--- config.mk ---
export PLATFORM = sky130hd
export DESIGN_NAME = multicycle_sequencer_flat
export DESIGN_NICKNAME = d
export VERILOG_FILES = /design/src/rtl/multicycle_sequencer_if.sv /design/src/rtl/multicycle_sequencer.sv /design/src/flat_wrapper.sv
export SDC_FILE = /design/constraint.sdc
export NUM_CORES = 1
export LEC_CHECK = 0
export ABC_AREA = 1
export CORE_MARGIN = 2
export CORE_UTILIZATION = 32
export CTS_BUF_LIST = sky130_fd_sc_hd__clkbuf_2
export CTS_CLUSTER_DIAMETER = 60
export DETAILED_ROUTE_END_ITERATION = 12
export PLACE_DENSITY = 0.93
export SYNTH_ARGS = -nofsm -noshare
export SYNTH_HDL_FRONTEND = slang
export SYNTH_SLANG_ARGS = --single-unit
--- constraint.sdc ---
create_clock -name clk -period 3.19 [get_ports clk]
set_input_delay 0.638 -clock clk [delete_from_list [all_inputs] [get_ports clk]]
set_output_delay 0.638 -clock clk [all_outputs]
set_load 0.02 [all_outputs]
--- src/rtl/multicycle_sequencer_if.sv ---
// Memory request handshakes between the multicycle sequencer
// and the instruction/data memories.
interface multicycle_sequencer_if;
    logic imem_req;
    logic imem_ready;
    logic dmem_req;
    logic dmem_we;
    logic dmem_ready;

    modport master (
        output imem_req,
        output dmem_req,
        output dmem_we,
        input  imem_ready,
        input  dmem_ready
    );

    modport slave (
        input  imem_req,
        input  dmem_req,
        input  dmem_we,
        output imem_ready,
        output dmem_ready
    );
endinterface

--- src/rtl/multicycle_sequencer.sv ---
// Multi-cycle control FSM for the single-issue RV32I core.
// Define SEQ_PERF_CNT_EN to build the cycle/instret counters.
module multicycle_sequencer (
    input  logic        clk,
    input  logic        rst_n,
    input  logic        run,
    multicycle_sequencer_if.master mem,
    output logic        ir_we,
    input  logic        is_load,
    input  logic        is_store,
    input  logic        is_branch,
    input  logic        is_jump,
    input  logic        bad_opcode,
    input  logic        branch_taken,
    output logic        pc_we,
    output logic        pc_sel,
    output logic        reg_we,
    output logic [1:0]  wb_sel,
    output logic        trap,
    output logic        halted,
    output logic [31:0] cycle_cnt,
    output logic [31:0] instret_cnt
);

    localparam logic [2:0] S_IDLE   = 3'd0;
    localparam logic [2:0] S_FETCH  = 3'd1;
    localparam logic [2:0] S_DECODE = 3'd2;
    localparam logic [2:0] S_EXEC   = 3'd3;
    localparam logic [2:0] S_MEM    = 3'd4;
    localparam logic [2:0] S_WB     = 3'd5;
    localparam logic [2:0] S_TRAP   = 3'd6;

    logic [2:0] state_q;
    logic [2:0] state_d;
    logic       retire;

    always_comb begin
        state_d      = state_q;
        retire       = 1'b0;
        mem.imem_req = 1'b0;
        mem.dmem_req = 1'b0;
        mem.dmem_we  = 1'b0;
        ir_we        = 1'b0;
        pc_we        = 1'b0;
        pc_sel       = 1'b0;
        reg_we       = 1'b0;
        wb_sel       = 2'd0;
        trap         = 1'b0;
        halted       = 1'b0;

        unique case (state_q)
            S_IDLE: begin
                halted = 1'b1;
                if (run) begin
                    state_d = S_FETCH;
                end
            end
            S_FETCH: begin
                mem.imem_req = 1'b1;
                ir_we        = mem.imem_ready;
                if (mem.imem_ready) begin
                    state_d = S_DECODE;
                end
            end
            S_DECODE: begin
                if (bad_opcode) begin
                    state_d = S_TRAP;
                end else begin
                    state_d = S_EXEC;
                end
            end
            S_EXEC: begin
                if (is_load || is_store) begin
                    state_d = S_MEM;
                end else if (is_branch) begin
                    pc_we  = 1'b1;
                    pc_sel = branch_taken;
                    retire = 1'b1;
                end else begin
                    state_d = S_WB;
                end
            end
            S_MEM: begin
                mem.dmem_req = 1'b1;
                mem.dmem_we  = is_store;
                if (mem.dmem_ready) begin
                    // a load still needs its writeback cycle
                    if (is_load) begin
                        state_d = S_WB;
                    end else begin
                        pc_we  = 1'b1;
                        retire = 1'b1;
                    end
                end
            end
            S_WB: begin
                reg_we = 1'b1;
                pc_we  = 1'b1;
                pc_sel = is_jump;
                retire = 1'b1;
                if (is_load) begin
                    wb_sel = 2'd1;
                end else if (is_jump) begin
                    wb_sel = 2'd2;
                end else begin
                    wb_sel = 2'd0;
                end
            end
            S_TRAP: begin
                trap = 1'b1;
            end
            default: begin
                state_d = S_IDLE;
            end
        endcase

        if (retire) begin
            state_d = run ? S_FETCH : S_IDLE;
        end
    end

    always_ff @(posedge clk or negedge rst_n) begin
        if (!rst_n) begin
            state_q <= S_IDLE;
        end else begin
            state_q <= state_d;
        end
    end

`ifdef SEQ_PERF_CNT_EN
    logic [31:0] cycle_cnt_q;
    logic [31:0] cycle_cnt_d;
    logic [31:0] instret_cnt_q;
    logic [31:0] instret_cnt_d;
    logic        active;

    always_comb begin
        active        = (state_q != S_IDLE) && (state_q != S_TRAP);
        cycle_cnt_d   = cycle_cnt_q;
        instret_cnt_d = instret_cnt_q;
        if (active) begin
            cycle_cnt_d = cycle_cnt_q + 32'd1;
        end
        if (pc_we) begin
            instret_cnt_d = instret_cnt_q + 32'd1;
        end
    end

    always_ff @(posedge clk or negedge rst_n) begin
        if (!rst_n) begin
            cycle_cnt_q   <= 32'd0;
            instret_cnt_q <= 32'd0;
        end else begin
            cycle_cnt_q   <= cycle_cnt_d;
            instret_cnt_q <= instret_cnt_d;
        end
    end

    assign cycle_cnt   = cycle_cnt_q;
    assign instret_cnt = instret_cnt_q;
`else
    assign cycle_cnt   = 32'd0;
    assign instret_cnt = 32'd0;
`endif

endmodule

--- src/flat_wrapper.sv ---
// flat-port wrapper written by rule: the top's interface ports become plain ports
module multicycle_sequencer_flat 
  (clk, rst_n, run, ir_we, is_load, is_store, is_branch, is_jump, bad_opcode, branch_taken, pc_we, pc_sel, reg_we, wb_sel, trap, halted, cycle_cnt, instret_cnt, mem_imem_req, mem_dmem_req, mem_dmem_we, mem_imem_ready, mem_dmem_ready);
  multicycle_sequencer_if mem_i ();
  input  logic clk;
  input  logic rst_n;
  input  logic run;
  output logic ir_we;
  input  logic is_load;
  input  logic is_store;
  input  logic is_branch;
  input  logic is_jump;
  input  logic bad_opcode;
  input  logic branch_taken;
  output logic pc_we;
  output logic pc_sel;
  output logic reg_we;
  output logic [1:0] wb_sel;
  output logic trap;
  output logic halted;
  output logic [31:0] cycle_cnt;
  output logic [31:0] instret_cnt;
  output wire logic [$bits(mem_i.imem_req)-1:0] mem_imem_req;
  output wire logic [$bits(mem_i.dmem_req)-1:0] mem_dmem_req;
  output wire logic [$bits(mem_i.dmem_we)-1:0] mem_dmem_we;
  input wire logic [$bits(mem_i.imem_ready)-1:0] mem_imem_ready;
  input wire logic [$bits(mem_i.dmem_ready)-1:0] mem_dmem_ready;
  assign mem_imem_req = mem_i.imem_req;
  assign mem_dmem_req = mem_i.dmem_req;
  assign mem_dmem_we = mem_i.dmem_we;
  assign mem_i.imem_ready = mem_imem_ready;
  assign mem_i.dmem_ready = mem_dmem_ready;
  multicycle_sequencer u_core (.clk(clk), .rst_n(rst_n), .run(run), .mem(mem_i), .ir_we(ir_we), .is_load(is_load), .is_store(is_store), .is_branch(is_branch), .is_jump(is_jump), .bad_opcode(bad_opcode), .branch_taken(branch_taken), .pc_we(pc_we), .pc_sel(pc_sel), .reg_we(reg_we), .wb_sel(wb_sel), .trap(trap), .halted(halted), .cycle_cnt(cycle_cnt), .instret_cnt(instret_cnt));
endmodule
## After elaboration in Yosys (flattened, before gate mapping)

Cells that the tools add are included.

- Eq/ne operators: 12
- Multiplexer cells: 28
- Reduce and logical (&&, ||, !) cells: 4

Operators by type and width:

| cell | count |
|---|---|
| 3-bit 2-to-1 mux | 8 |
| 3-bit case mux with 6 select lines | 1 |
| 1-bit 2-to-1 mux | 14 |
| 3-bit != test, second input constant | 4 |
| 3-bit == test, second input constant | 3 |
| 3-bit by 2-bit == test with 1-bit output, second input constant | 2 |
| 2-bit 2-to-1 mux | 3 |
| 6-bit AND reduction | 1 |
| 4-bit by 3-bit != test with 1-bit output, second input constant | 1 |
| 3-bit by 1-bit == test with 1-bit output, second input constant | 1 |
| 3-bit logical NOT | 1 |
| 1-bit case mux with 3 select lines | 1 |
| 2-bit by 1-bit != test with 1-bit output, second input constant | 1 |
| 1-bit case mux with 2 select lines | 1 |
| 2-bit OR reduction | 1 |
| 1-bit logical OR | 1 |

- Register bits after elaboration: 3
- Bits of input ports: 11
- Output and inout bits: 75
- Logic and storage cells: 45

## Depth between registers and ports, before layout

- Word-level depth: 5
- Mapped depth: 9

## Least setup slack after synthesis

OpenSTA, ideal clock, no wires.

- Path type: register -> output
- Start point: reg u_core.state_q[0]
- End point: out wb_sel[1]
- Arrival time: 1.274 ns
- Required time: 2.552 ns
- Setup slack: 1.278 ns
- Cell stages (with the launch flop): 7
- Buffers on the path: 0
- Cells stage by stage: dfrtp_1 inv_1 nor2_1 nand2_1 inv_1 nand2_1 nor2_1

- Longest elaborated chain between the ends: 2

RTL lines:

| item | RTL line | RTL |
|---|---|---|
| from (decl) | multicycle_sequencer.sv:33 | `logic [2:0] state_q;` |
| from (signal assigned) | multicycle_sequencer.sv:126 | `state_q <= state_d;` |
| 3-bit == test | multicycle_sequencer.sv:51 | `unique case (state_q)` |
| 2-bit 2-to-1 mux | multicycle_sequencer.sv:51 |  |
| to (decl) | flat_wrapper.sv:18 | `output logic [1:0] wb_sel;` |

Every way passes these cells.

## Worst setup path in the final report

- Start point: in is_load
- End point: out pc_sel

- Longest elaborated chain between the ends: 3

RTL lines:

| item | RTL line | RTL |
|---|---|---|
| from (decl) | flat_wrapper.sv:9 | `input logic is_load;` |
| 1-bit logical OR | multicycle_sequencer.sv:73 | `if (is_load \|\| is_store) begin` |
| 1-bit 2-to-1 mux | multicycle_sequencer.sv:73 |  |
| 1-bit case mux with 2 select lines | multicycle_sequencer.sv:51 |  |
| to (decl) | flat_wrapper.sv:16 | `output logic pc_sel;` |

Every way passes these cells.

==> summary.txt <==
Critical path
  – RR Startpoint: u_core.state_q[1]
  – Crit end category: output port
  – R2r setup slk: 1.80 ns
  – FF-to-FF End: u_core.state_q[2]
  – Worst EP arrival: 2.25 ns
  – CP Max Fanout: 5
  – Crit path launch: is_load
  – Critical Path Sink: pc_sel
  – WS Path Type: input port to output port
  – R2r worst-path depth: 6
  – CP startpoint kind: input port
  – WP data required: 2.55 ns

Final layout
  – Fillers: 278
  – NumNets Final: 169
  – Largest registers: u_core.state_q: 3 flops
  – Top reg by flops: u_core.state_q
  – ANT cells: 0
  – Layout cell share with drive strength beyond 1: 4.46%
  – Max reg flops: 3
  – Area grow syn2layout: 2.23%

Clocking
  – Clk Latency, worst-skew pair: 0.21 ns
  – TritonCTS clock tree: done
  – # clock sinks: 3
  – H-tree depth: 1
  – Post-CTS setup buffers: 0
  – Post-cts resize count: 0
  – Total CTS buffers: 3
  – CTS clock-pin slew for the worst setup and hold paths: 0.04 ns
  – CTS root buf: clkbuf_2
  – Clock Path Buffers: 2
  – # hold bufs at CTS: 0

Routing
  – DR vias/cell: 3.46
  – DR iter-0 viols: 25
  – Vias: 647
  – First-pass detailed-route iteration total: 5
  – Wire length per cell: 7.41 microns
  – Total Wirelength: 1.39 mm
  – Residual DRC: 0
  – Routed Antenna Nets: 0

Outcome
  – Outcome: finished, final reports clean

Synthesis
  – Synth async-reset ratio: 100%
  – FF+latch count, synth: 3
  – Post-synth cell types: 15
  – Number of flops mapped to enable cells by yosys: 0
  – Post-synthesis cell count: 134
  – Share of the synthesized area in the top cell type: 57.1%
  – Main synth FF type: dfrtp_1
  – Mapped Area: 842 sq um
  – Cell taking the most area after synthesis: buf_4
  – Synth top area cells: buf_4 (57%), nand2_1 (9.4%), dfrtp_1 (8.9%)
  – Warning count from the yosys run: 0
  – Avg Cell Area, Syn: 6.28 sq um
  – Sequential share of the synthesized area: 8.92%

GRT
  – Grt ovf: 0
  – Initial antenna violation count: 0
  – Total GRT Usage: 8.26%
  – First-pass GRT wire length: 2.02 mm
  – Largest net degree at the start of global routing: 9
  – Number of global-route vias before repair: 482

Pwr
  – P per Cell Area: 657 nW/um^2
  – Leakage power: 0.554 nW
  – Max VDD drop: 0.000264 V

Floorplan
  – Die Y: 55.3 microns
  – Initial Utilization: 34.0%
  – Die area: 3060 sq um
  – Top Ports: 86
  – Row count: 18
  – Core Area: 2480 sq um
  – DIE WIDTH: 55.3 microns

Run
  – Max cap viols: 0

STA
  – Final setup fails: 0
  – Max Freq: 346 MHz
  – Min cycle time layout: 2.89 ns
  – Total negative slack: 0 ns
  – Final period util: 90.5%
  – RSZ-0062 raised after global routing: no
  – Final hold violation count: 0
  – Final worst setup slack: 0.303 ns
  – Max-slew violations: 0
  – Layout Skew: 0.00181 ns

Placed design
  – Setup slack at placement: 0.305 ns
  – Routability Congestion: 0.775
  – Hpwl dp: 1.23 mm
  – PortBufs: 21

Hold path
  – Hold Crit Class: input port to asynchronous set/reset pin
-- synthesized netlist by cell type (3+ instances only) --
library cell / count
nand3_1: 7
nand2_1: 21
nor2_1: 13
nand4_1: 3
buf_4: 64
dfrtp_1: 3
inv_1: 15
-- report_power, final --
| part | switching, W | total [W] | internal, W |
|---|---|---|---|
| Sequential | 0.0000292 | 0.0000860 | 0.0000568 |
| Combinational | 0.000278 | 0.000427 | 0.000148 |
| Clock | 0.0000199 | 0.0000530 | 0.0000331 |
-- through the flow --
stage	total power, W	util (%)	hold slack [ns]	instances	cell area, sq um
floorplan	0.000433	-	0.342	197	1080
global placement	0.000502	33.9	0.680	183	841
detailed placement	0.000509	33.9	0.666	183	841
CTS	0.000567	34.7	0.601	187	861
global route	0.000617	34.7	0.604	187	861
finish	0.000566	34.7	0.608	187	861
-- critical path, stage by stage --
cell             delay, ns
clkdlybuf4s50_1       0.48
nor2_1                0.20
nand2_1               0.07
nor2_1                0.15
nand2_1               0.07
nand2_1               0.05
clkdlybuf4s50_1       0.59
-- cells by family (layout without fill, tap and decap cells) --
kind of cell    count (synthesis)  after routing  share of synthesized area (%)
buf+inv                        80             40                           64.3
compound gates                  2              2                           1.19
other cells                     1             64                          0.445
flops                           3              3                           8.92
simple gates                   48             48                           25.1
-- routing by layer --
metal | GRT usage [%] | up-vias | wire, microns
met3 | 1.64 | 2 | 171
met1 | 8.84 | 268 | 483
met2 | 13.9 | 54 | 711
met5 | 0 | - | 0
li1 | - | 323 | -
met4 | 6.62 | 0 | 20
-- cell usage in the layout, fill, tap and decap left out --
master and instances:
a21oi_1 1, clkbuf_2 4, clkdlybuf4s50_1 21, conb_1 64
dfrtp_1 3, inv_1 15, nand2_1 21, nand2_2 1
nand3_1 7, nand3_2 1, nand3b_1 1, nand4_1 3
nor2_1 13, nor2_2 1, o21ai_0 1
-- worst min path at each step --
stage / end / slack (ns) / depth (start not counted)
6_report: u_core.state_q[2] / 0.61 / 1
5_1_grt: u_core.state_q[2] / 0.60 / 1
4_1_cts: u_core.state_q[2] / 0.60 / 1
3_5_place_dp: u_core.state_q[1] / 0.67 / 2
3_3_place_gp: u_core.state_q[1] / 0.68 / 2
2_1_floorplan: u_core.state_q[0] / 0.34 / 0
-- layout make-up --
type	count	area (sq um)	share of cell area [%]
Multi-Input combinational cell	114	462	53.6
Timing Repair Buffer	21	210	24.4
Sequential cell	3	75.1	8.72
Inverter	15	56.3	6.54
Tap cell	30	37.5	4.36
Clock buffer	4	20.0	2.33
No activity file was read; power rests on OpenSTA's default activity.
